$ cat config.mk
export PLATFORM = sky130hd
export DESIGN_NAME = ddr_out_lane_ctrl
export DESIGN_NICKNAME = d
export VERILOG_FILES = /design/src/rtl/ddr_out_lane_ctrl.sv
export SDC_FILE = /design/constraint.sdc
export NUM_CORES = 1
export LEC_CHECK = 0
export BUFFER_PORTS_ARGS = -buffer_cell sky130_fd_sc_hd__buf_2
export CAP_MARGIN = 0
export CORE_MARGIN = 3
export CORE_UTILIZATION = 35
export CTS_CLUSTER_SIZE = 14
export DETAILED_ROUTE_END_ITERATION = 7
export GPL_ROUTABILITY_DRIVEN = 0
export GPL_TIMING_DRIVEN = 0
export SYNTH_ARGS = -nofsm -noshare
export SYNTH_HDL_FRONTEND = slang
export SYNTH_SLANG_ARGS = --single-unit
$ cat constraint.sdc
create_clock -name C -period 2 [get_ports C]
set_input_delay 0.3 -clock C [delete_from_list [all_inputs] [get_ports C]]
set_output_delay 0.3 -clock C [all_outputs]
set_load 0.05 [all_outputs]
$ cat src/rtl/ddr_out_lane_ctrl.sv
// Sequencer for one DDR output flop lane: serializes parallel words two bits per
// cycle, frames each burst with preamble/postamble and parks the lane via R/S when idle.
module ddr_out_lane_ctrl #(
  parameter int WIDTH        = 8,
  parameter int PREAMBLE_CYC = 2,
  parameter bit IDLE_LEVEL   = 1'b0
) (
  input  logic             C,
  input  logic             R,
  input  logic [WIDTH-1:0] in_data,
  input  logic             in_valid,
  output logic             in_ready,
  input  logic             abort,
  output logic             ddr_d0,
  output logic             ddr_d1,
  output logic             ddr_ce,
  output logic             ddr_r,
  output logic             ddr_s,
  output logic             busy
);

  localparam int BEATS = WIDTH / 2;
  localparam int BW    = (BEATS > 1) ? $clog2(BEATS) : 1;
  localparam int PW    = (PREAMBLE_CYC > 1) ? $clog2(PREAMBLE_CYC) : 1;
  localparam logic [BW-1:0] LAST_BEAT = BW'(BEATS - 1);
  localparam logic [PW-1:0] PRE_LOAD  = PW'(PREAMBLE_CYC - 1);

  typedef enum logic [1:0] {S_IDLE, S_PRE, S_SHIFT, S_POST} state_t;

  typedef struct packed {
    logic d0;
    logic d1;
    logic ce;
    logic r;
    logic s;
    logic busy;
  } lane_out_t;

  state_t           state, state_n;
  logic [WIDTH-1:0] hold, sh, sh_n;
  logic             hold_v;
  logic [BW-1:0]    beat, beat_n;
  logic [PW-1:0]    pre_cnt, pre_cnt_n;
  logic             xfer, acc;
  lane_out_t        out_q, out_n;

  assign in_ready = ~hold_v;
  assign acc      = in_valid & ~hold_v;

  // state register, datapath registers and registered lane outputs
  always_ff @(posedge C) begin
    if (R) begin
      state   <= S_IDLE;
      hold    <= '0;
      hold_v  <= 1'b0;
      sh      <= '0;
      beat    <= '0;
      pre_cnt <= '0;
      out_q   <= '{d0: 1'b0, d1: 1'b0, ce: 1'b0, r: ~IDLE_LEVEL, s: IDLE_LEVEL, busy: 1'b0};
    end else begin
      state   <= state_n;
      sh      <= sh_n;
      beat    <= beat_n;
      pre_cnt <= pre_cnt_n;
      out_q   <= out_n;
      if (acc) hold <= in_data;
      // transfer is decided on the old hold_v, so a same-edge accept is never chained
      hold_v  <= (hold_v & ~xfer) | acc;
    end
  end

  // next-state and datapath sequencing
  always_comb begin
    state_n   = state;
    sh_n      = sh;
    beat_n    = beat;
    pre_cnt_n = pre_cnt;
    xfer      = 1'b0;
    unique case (state)
      S_IDLE: begin
        if (hold_v) begin
          state_n   = S_PRE;
          pre_cnt_n = PRE_LOAD;
        end
      end
      S_PRE: begin
        if (abort) begin
          state_n = S_POST;
        end else if (pre_cnt == '0) begin
          state_n = S_SHIFT;
          xfer    = 1'b1;
          sh_n    = hold;
          beat_n  = '0;
        end else begin
          pre_cnt_n = pre_cnt - PW'(1);
        end
      end
      S_SHIFT: begin
        if (abort) begin
          state_n = S_POST;
        end else if (beat == LAST_BEAT) begin
          if (hold_v) begin
            xfer   = 1'b1;
            sh_n   = hold;
            beat_n = '0;
          end else begin
            state_n = S_POST;
          end
        end else begin
          beat_n = beat + BW'(1);
          sh_n   = {2'b00, sh[WIDTH-1:2]};
        end
      end
      S_POST: begin
        if (hold_v) begin
          state_n   = S_PRE;
          pre_cnt_n = PRE_LOAD;
        end else begin
          state_n = S_IDLE;
        end
      end
      default: state_n = S_IDLE;
    endcase
  end

  // outputs decoded from the upcoming state so they land with it on the same edge
  always_comb begin
    out_n = '{d0: 1'b0, d1: 1'b0, ce: 1'b0, r: ~IDLE_LEVEL, s: IDLE_LEVEL, busy: 1'b0};
    unique case (state_n)
      S_PRE: begin
        out_n = '{d0: 1'b1, d1: 1'b0, ce: 1'b1, r: 1'b0, s: 1'b0, busy: 1'b1};
      end
      S_SHIFT: begin
        out_n = '{d0: sh_n[0], d1: sh_n[1], ce: 1'b1, r: 1'b0, s: 1'b0, busy: 1'b1};
      end
      S_POST: begin
        out_n = '{d0: IDLE_LEVEL, d1: IDLE_LEVEL, ce: 1'b1, r: 1'b0, s: 1'b0, busy: 1'b1};
      end
      default: ;
    endcase
  end

  assign ddr_d0 = out_q.d0;
  assign ddr_d1 = out_q.d1;
  assign ddr_ce = out_q.ce;
  assign ddr_r  = out_q.r;
  assign ddr_s  = out_q.s;
  assign busy   = out_q.busy;

endmodule
==> summary.md, run 1 <==
| Metric | Value |
|---|---|
| WL/cell | 12.2 um |
| Synth Area in Adders | 0.0522 |
| Initial antenna violation count | 0 |
| Clock root buffer | clkbuf_4 |
| Peak VDD IR | 0.350 mV |
| Number of post-CTS setup repair buffers | 0 |
| Finish-stage setup viols | 0 |
| Cell-internal power | 0.000728 W |
| Slew headroom | 0.637 |
| Synth unique cells | 38 |
| Syn. warnings | 0 |
| Most common cell after layout, fill and taps aside | dfxtp_1 |
| Worst Hold Class | input pin to register |
| Net Sw Frac | 0.295 |
| Mux share of post-synthesis cell area | 0.0251 |
| Die W | 64.5 um |
| Ratio of cells with drive above 1 in the final layout | 0.205 |
| Post-Syn Area per Cell | 8.88 um^2 |
| Status | completed |
| Crit path launch type | register |
| Crit path time final | 1.93 ns |
| Hold path depth | 3 |
| Most frequent cells in the layout | 25 x dfxtp_1, 19 x buf_2, 19 x nand2_1 |
| Clock Power Share | 0.250 |
| Final Cycle Share | 0.966 |
| R2r setup slk | 0.07 ns |
| Worst-margin pin slew | 0.544 ns |
| Worst Path Arrival | 2.16 ns |
| Net count, final | 174 |
| Via/cell ratio | 5.02 |
| Final Hold Viols | 0 |
| P_leak | 0.577 nW |
| Hold Crit Endpoint | hold[1] |
| Mapped Nets | 152 |
| Final setup TNS | 0 ns |
| Hold path start | in_data[1] |
| Hold buffers post-CTS | 0 |
| RSZ-0062 raised after global routing | no |
| Setup crit end kind | register |
| CTS tree | done |
| DR vias | 1,004 |
| Largest net degree at the start of global routing | 15 |
| Synth Area in Compound Gates | 0.207 |
| Placed Area | 0.00134 mm^2 |
| Total Wirelength | 2.44 mm |
| Post-synthesis cell area | 0.00120 mm^2 |
| Antenna cells | 0 |
| # DRC | 0 |
| Mapped Cells | 135 |
| Slew Limit Fails | 0 |
| Die footprint | 0.00416 mm^2 |
| Post-Synth Simple-Gate Area | 0.233 |
| I/O pins | 19 |
| FF+latch count, synth | 26 |
| IO Port Bufs | 17 |
| Maxcap violations | 0 |
| Crit Path Max Fanout | 9 |
| Clk buf depth | 2 |
| Total gr overflow | 0 |
| Switching power | 0.000305 W |
| Core area | 0.00315 mm^2 |
| Data required, critical path | 2.23 ns |
| Final ANT Viol Nets | 0 |
| Post-CTS Resized | 0 |
| Synth Area in XOR/XNOR | 0 |
| Area grow syn2layout | 15.0% |
| CTS Sinks | 26 |
| Vias in the first global route | 968 |
| Largest family of logic cells by synthesized area | simple AND/OR/NAND/NOR gates |
| Comb pwr share | 0.207 |
| Die Y | 64.5 um |
| Seq/Total Area, Yosys | 0.434 |
| P per Cell Area | 749 mW/mm^2 |
| Total Routing Usage GR | 0.127 |
| First-pass GRT wire length | 4.18 mm |
| H-tree depth | 1 |
| Initial cell density of the core | 0.380 |
| Starting DRT DRC Count | 48 |
| DP Wirelength | 1.87 mm |
| Clock Skews | 0.00434 ns |
| Clock Pin Slew Worst Setup and Hold Paths | 0.13 ns |
| Setup CP Type | register to register |
| Worst reg2reg endpoint | ddr_d0 |
| Worst flop-to-flop path startpoint | state[0] |
| Max Fclk | 517 MHz |
| Drt first pass iters | 4 |
| # fillers | 355 |
| Row count | 20 |
| Finished Cell Area | 0.00138 mm^2 |
| Cell count of the worst reg-to-reg path | 7 |
| Sequential power share | 0.543 |
| Num CTS Buffers | 3 |
| Clk_lat worst skew | 0.31 ns |
==> cell type report <==
| class | count | area [um^2] | share of cell area |
|---|---|---|---|
| inverters | 5 | 18.8 | 0.0136 |
| plain buffers | 7 | 36.3 | 0.0263 |
| well taps | 44 | 55.1 | 0.0399 |
| multi-input cells | 97 | 626 | 0.454 |
| repair buffers | 17 | 85.1 | 0.0617 |
| clock buffers | 4 | 36.3 | 0.0263 |
| flip-flops and latches | 26 | 522 | 0.378 |
==> sequential cells by signal (all words and copies together), names as in the netlist, 2 cells and up <==
signal / flops
sh: 8
hold: 8
state: 2
beat: 2
==> power by group through the flow <==
stage	clock [W]	combinational (W)	sequential, W
floorplan	0	0.000134	0.000596
global placement	0	0.000210	0.000572
detailed placement	0	0.000215	0.000572
CTS	0.000269	0.000216	0.000561
global route	0.000290	0.000236	0.000565
finish	0.000259	0.000213	0.000561
==> synth_stat cells <==
| cell type | number | area [um^2] |
|---|---|---|
| a22oi_1 | 5 | 37.5 |
| or3_1 | 1 | 6.26 |
| nand2_1 | 19 | 71.3 |
| a31o_4 | 1 | 17.5 |
| o2bb2ai_1 | 1 | 8.76 |
| buf_2 | 2 | 10.0 |
| and2_4 | 1 | 8.76 |
| and3b_1 | 1 | 8.76 |
| o32a_1 | 1 | 10.0 |
| o31ai_1 | 4 | 30.0 |
| nor2b_1 | 9 | 56.3 |
| o21ai_0 | 3 | 15.0 |
| o211ai_1 | 1 | 7.51 |
| dfxtp_1 | 26 | 521 |
| nor3b_1 | 1 | 7.51 |
| nand3_1 | 1 | 5.00 |
| inv_2 | 1 | 3.75 |
| o311a_1 | 1 | 10.0 |
| a211o_1 | 1 | 8.76 |
| mux2i_1 | 3 | 30.0 |
| conb_1 | 1 | 3.75 |
| nand4_1 | 1 | 6.26 |
| nand3b_1 | 4 | 30.0 |
| a221o_1 | 1 | 10.0 |
| inv_1 | 4 | 15.0 |
| a21o_1 | 1 | 7.51 |
| ha_1 | 5 | 62.6 |
| o21a_1 | 1 | 7.51 |
| a21oi_1 | 12 | 60.1 |
| o21ai_2 | 1 | 8.76 |
| nor2b_4 | 1 | 13.8 |
| a31o_1 | 1 | 8.76 |
| buf_4 | 2 | 15.0 |
| nor3_1 | 2 | 10.0 |
| nor2_1 | 8 | 30.0 |
| and2_1 | 1 | 6.26 |
| and3_1 | 3 | 18.8 |
| clkbuf_1 | 3 | 11.3 |
==> stage by stage <==
stage	cells	setup slack [ns]	utilization	total power (W)	hold WS, ns
finish	200	0.0674	0.437	0.00103	0.203
global placement	196	0.0575	0.425	0.000781	0.442
detailed placement	196	0.0264	0.425	0.000787	0.443
global route	200	0.0134	0.437	0.00109	0.190
CTS	200	0.00283	0.436	0.00105	0.194
floorplan	135	0.209	-	0.000730	0.372
==> kinds of logic after synthesis <==
kind of cell	count (synthesis)
and+or+nand+nor	53
AOI/OAI and AO/OA	35
DFF	26
buffers and inverters	12
adders and majority gates	5
muxes	3
other	1
==> worst max-delay path by stage <==
stage | startpoint | endpoint | depth (start not counted)
5_1_grt | state[0] | ddr_d0 | 7
2_1_floorplan | state[1] | ddr_d0 | 7
3_5_place_dp | state[1] | ddr_d0 | 7
3_3_place_gp | state[1] | ddr_d0 | 7
4_1_cts | state[1] | ddr_d0 | 7
6_report | state[0] | ddr_d0 | 7
==> metal layers <==
metal | up-vias | global-route usage | part of all wire
met5 | - | 0 | 0
met2 | 22 | 0.205 | 0.48
met1 | 468 | 0.164 | 0.47
met3 | 4 | 0.0173 | 0.036
met4 | 0 | 0.0660 | 0.015
li1 | 510 | - | -
==> worst max-delay path: stages (launching register included) <==
cell	delay (ns)
dfxtp_1	0.42
inv_1	0.09
ha_1	0.19
buf_2	0.17
a31o_4	0.28
and2_4	0.16
a221o_1	0.31
a31o_1	0.22
Power figures use the tool's default switching activity.
==> inputs of run 2 (changes only) <==
--- a/config.mk
+++ b/config.mk
@@ -5,14 +5,14 @@
 export SDC_FILE = /design/constraint.sdc
 export NUM_CORES = 1
 export LEC_CHECK = 0
+export ABC_AREA = 1
 export BUFFER_PORTS_ARGS = -buffer_cell sky130_fd_sc_hd__buf_2
-export CAP_MARGIN = 0
+export CAP_MARGIN = 30
 export CORE_MARGIN = 3
 export CORE_UTILIZATION = 35
 export CTS_CLUSTER_SIZE = 14
 export DETAILED_ROUTE_END_ITERATION = 7
 export GPL_ROUTABILITY_DRIVEN = 0
-export GPL_TIMING_DRIVEN = 0
 export SYNTH_ARGS = -nofsm -noshare
 export SYNTH_HDL_FRONTEND = slang
 export SYNTH_SLANG_ARGS = --single-unit
==> run 2 against run 1 <==
Net effect:
- design area rose by 6.2%
- sequential share of layout area fell by 2.3 points
- cell count rose by 22%
- combinational power rose to 3.7 times the previous value
- clock-buffer cell count fell by 1
- register-to-register slack improved by 0.30 ns
- sequential power rose by 18%
- critical path type unchanged
- utilization fell by 1.5 points
- highest routed layer unchanged
==> summary.md, run 2 <==
| Metric | Value |
|---|---|
| Post-Syn Area per Cell | 7.19 um^2 |
| Top Registers | hold x8, sh x8 |
| Maxcap violations | 0 |
| Top cell by count, worst path | nand2_1 |
| Area grow syn2layout | 11.9% |
| Cells after DPL | 240 |
| Commonest cells in the synthesized netlist | 46 x nand2_1, 26 x dfxtp_1, 16 x inv_1 |
| Die W | 67.2 um |
| Crit-path slowest cell | dfxtp_1 |
| Mapped Nets | 199 |
| Peak VDD IR | 0.680 mV |
| DR vias | 1,128 |
| Clock Pin Slew Worst Setup and Hold Paths | 0.09 ns |
| Synth top area share | 0.398 |
| P_leak | 0.649 nW |
| Total Routing Usage GR | 0.137 |
| Final Hold Viols | 0 |
| Synth unique cells | 24 |
| Synth Area in Adders | 0.0478 |
| Num CTS Buffers | 3 |
| # DRC | 0 |
| Vias in the first global route | 1,049 |
| Hold WS | 0.276 ns |
| Worst Hold Class | input pin to register |
| Cell-internal power | 0.000971 W |
| I/O pins | 19 |
| Via/cell ratio | 4.64 |
| Initial cell density of the core | 0.377 |
| Synth Area in Compound Gates | 0.141 |
| Clk_lat worst skew | 0.27 ns |
| Crit path launch type | register |
| Mux share of post-synthesis cell area | 0 |
| Ys async rst share | 0 |
| DP Wirelength | 2.03 mm |
| Clock root buffer | clkbuf_8 |
| Ys flop type | dfxtp_1 |
| Crit Path Max Fanout | 7 |
| CTS Sinks | 26 |
| Number of synthesized flops with an enable pin | 0 |
| Row count | 21 |
| Total Wirelength | 2.69 mm |
| Setup CP Type | register to register |
| Clock Power Share | 0.169 |
| Area leader, netlist | dfxtp_1 |
| Clk buf depth | 2 |
| # fillers | 386 |
| Seq/Total Area, Yosys | 0.398 |
| Max Fclk | 611 MHz |
| Post-synthesis cell area | 0.00131 mm^2 |
| Antenna cells | 0 |
| Mapped Cells | 182 |
| Data required, critical path | 2.18 ns |
| Largest net degree at the start of global routing | 14 |
| Non-filler cells in the finished layout | 243 |
| H-tree depth | 1 |
| Ratio of cells with drive above 1 in the final layout | 0.239 |
| Post-Synth Simple-Gate Area | 0.320 |
| Most common cell in the netlist | nand2_1 |
| Core area | 0.00347 mm^2 |
| FF+latch count, synth | 26 |
| CP max stage delay | 0.39 ns |
| Switching power | 0.000781 W |
| Die Y | 67.2 um |
| Synth top area cells | dfxtp_1 40%, nand2_1 13%, ha_1 4.8% |
| Hold buffers post-CTS | 0 |
| Initial antenna violation count | 0 |
| Final core utilization | 0.422 |
| Total gr overflow | 0 |
| Finish-stage setup viols | 0 |
| RSZ-0062 raised after global routing | no |
| Most frequent cells in the layout | 46 x nand2_1, 26 x dfxtp_1, 17 x buf_2 |
| Setup crit end kind | register |
| Net count, final | 216 |
| Final Cycle Share | 0.819 |
| Worst Path Arrival | 1.81 ns |
| Drt first pass iters | 4 |
| Net Sw Frac | 0.446 |
| CTS tree | done |
| Clock Skews | 0.00625 ns |
| R2r setup slk | 0.36 ns |
| Final setup TNS | 0 ns |
| WL/cell | 11.1 um |
| First-pass GRT wire length | 4.72 mm |
| IO Port Bufs | 17 |
| Most common cell after layout, fill and taps aside | nand2_1 |
| Cell Chain, Critical Path | inv_1 > ha_1 > inv_2 > nand2_2 > nand2_1 > nand3_1 > nand2_1 > nand2_1 > nand2_1 > inv_1 > nand3_1 > nand2_1 |
| Sequential power share | 0.377 |
| Synth Area in XOR/XNOR | 0 |
| P per Cell Area | 1200 mW/mm^2 |
| Die footprint | 0.00451 mm^2 |
| Status | completed |
| Syn. warnings | 0 |
| Final ANT Viol Nets | 0 |
| Starting DRT DRC Count | 38 |
| Largest family of logic cells by synthesized area | simple AND/OR/NAND/NOR gates |
| Number of post-CTS setup repair buffers | 0 |
| Slew Limit Fails | 0 |
| Post-CTS Resized | 0 |
| Comb pwr share | 0.454 |
| Tot Pwr | 0.00175 W |
| Crit path time final | 1.64 ns |
run 2: changes by cell type after synthesis, sizes merged, moves of 5 or more:
cell | before | now
o21ai | 4 | 16
a22oi | 5 | 0
nor2 | 8 | 20
nand3 | 1 | 13
nand2 | 19 | 51
inv | 5 | 24
nor2b | 10 | 0
run 2: cell type report:
class / count / area (um^2) / share of cell area
Tap cell: 46 / 57.6 / 0.0393
Timing Repair Buffer: 17 / 85.1 / 0.0581
Sequential cell: 26 / 520 / 0.356
Inverter: 24 / 90.1 / 0.0615
Clock buffer: 3 / 41.3 / 0.0282
Multi-Input combinational cell: 127 / 669 / 0.457
run 2: path summary, 6_finish.rpt:
check	depth (start not counted)	to	start
max	12	ddr_d0	state[0]
min	3	hold[4]	in_data[4]
max reg2reg	12	ddr_d0	state[0]
min reg2reg	2	sh[6]	sh[6]
run 2: layer usage:
layer | global-route usage | vias up | part of all wire
li1 | - | 607 | -
met1 | 0.188 | 493 | 0.50
met3 | 0.0200 | 4 | 0.034
met5 | 0 | - | 0
met4 | 0.0759 | 0 | 0.019
met2 | 0.205 | 24 | 0.44
run 2: worst max-delay path, delay by kind of cell, from the launching register on:
family | cells | cell delay (ns)
fa+ha+maj | 1 | 0.30
flops | 1 | 0.39
simple gates | 8 | 0.56
buf+inv | 3 | 0.28
run 2: kinds of logic after synthesis:
| group | count (synthesis) |
|---|---|
| simple gates | 89 |
| compound gates | 32 |
| buf+inv | 29 |
| flops | 26 |
| fa+ha+maj | 5 |
| other cells | 1 |
run 2: power by group through the flow:
stage                     sequential [W]  combinational, W  clock, W
after floorplan                 0.000765          0.000553         0
after global routing            0.000673          0.000895  0.000325
final                           0.000661          0.000794  0.000296
after CTS                       0.000662          0.000806  0.000304
after detailed placement        0.000674          0.000802         0
after global placement          0.000674          0.000806         0
run 2: stage by stage:
stage / setup slack, ns / area [um^2]
finish: 0.363 / 1460
global route: 0.166 / 1460
CTS: 0.346 / 1460
detailed placement: 0.367 / 1420
global placement: 0.396 / 1420
floorplan: 0.532 / 1310
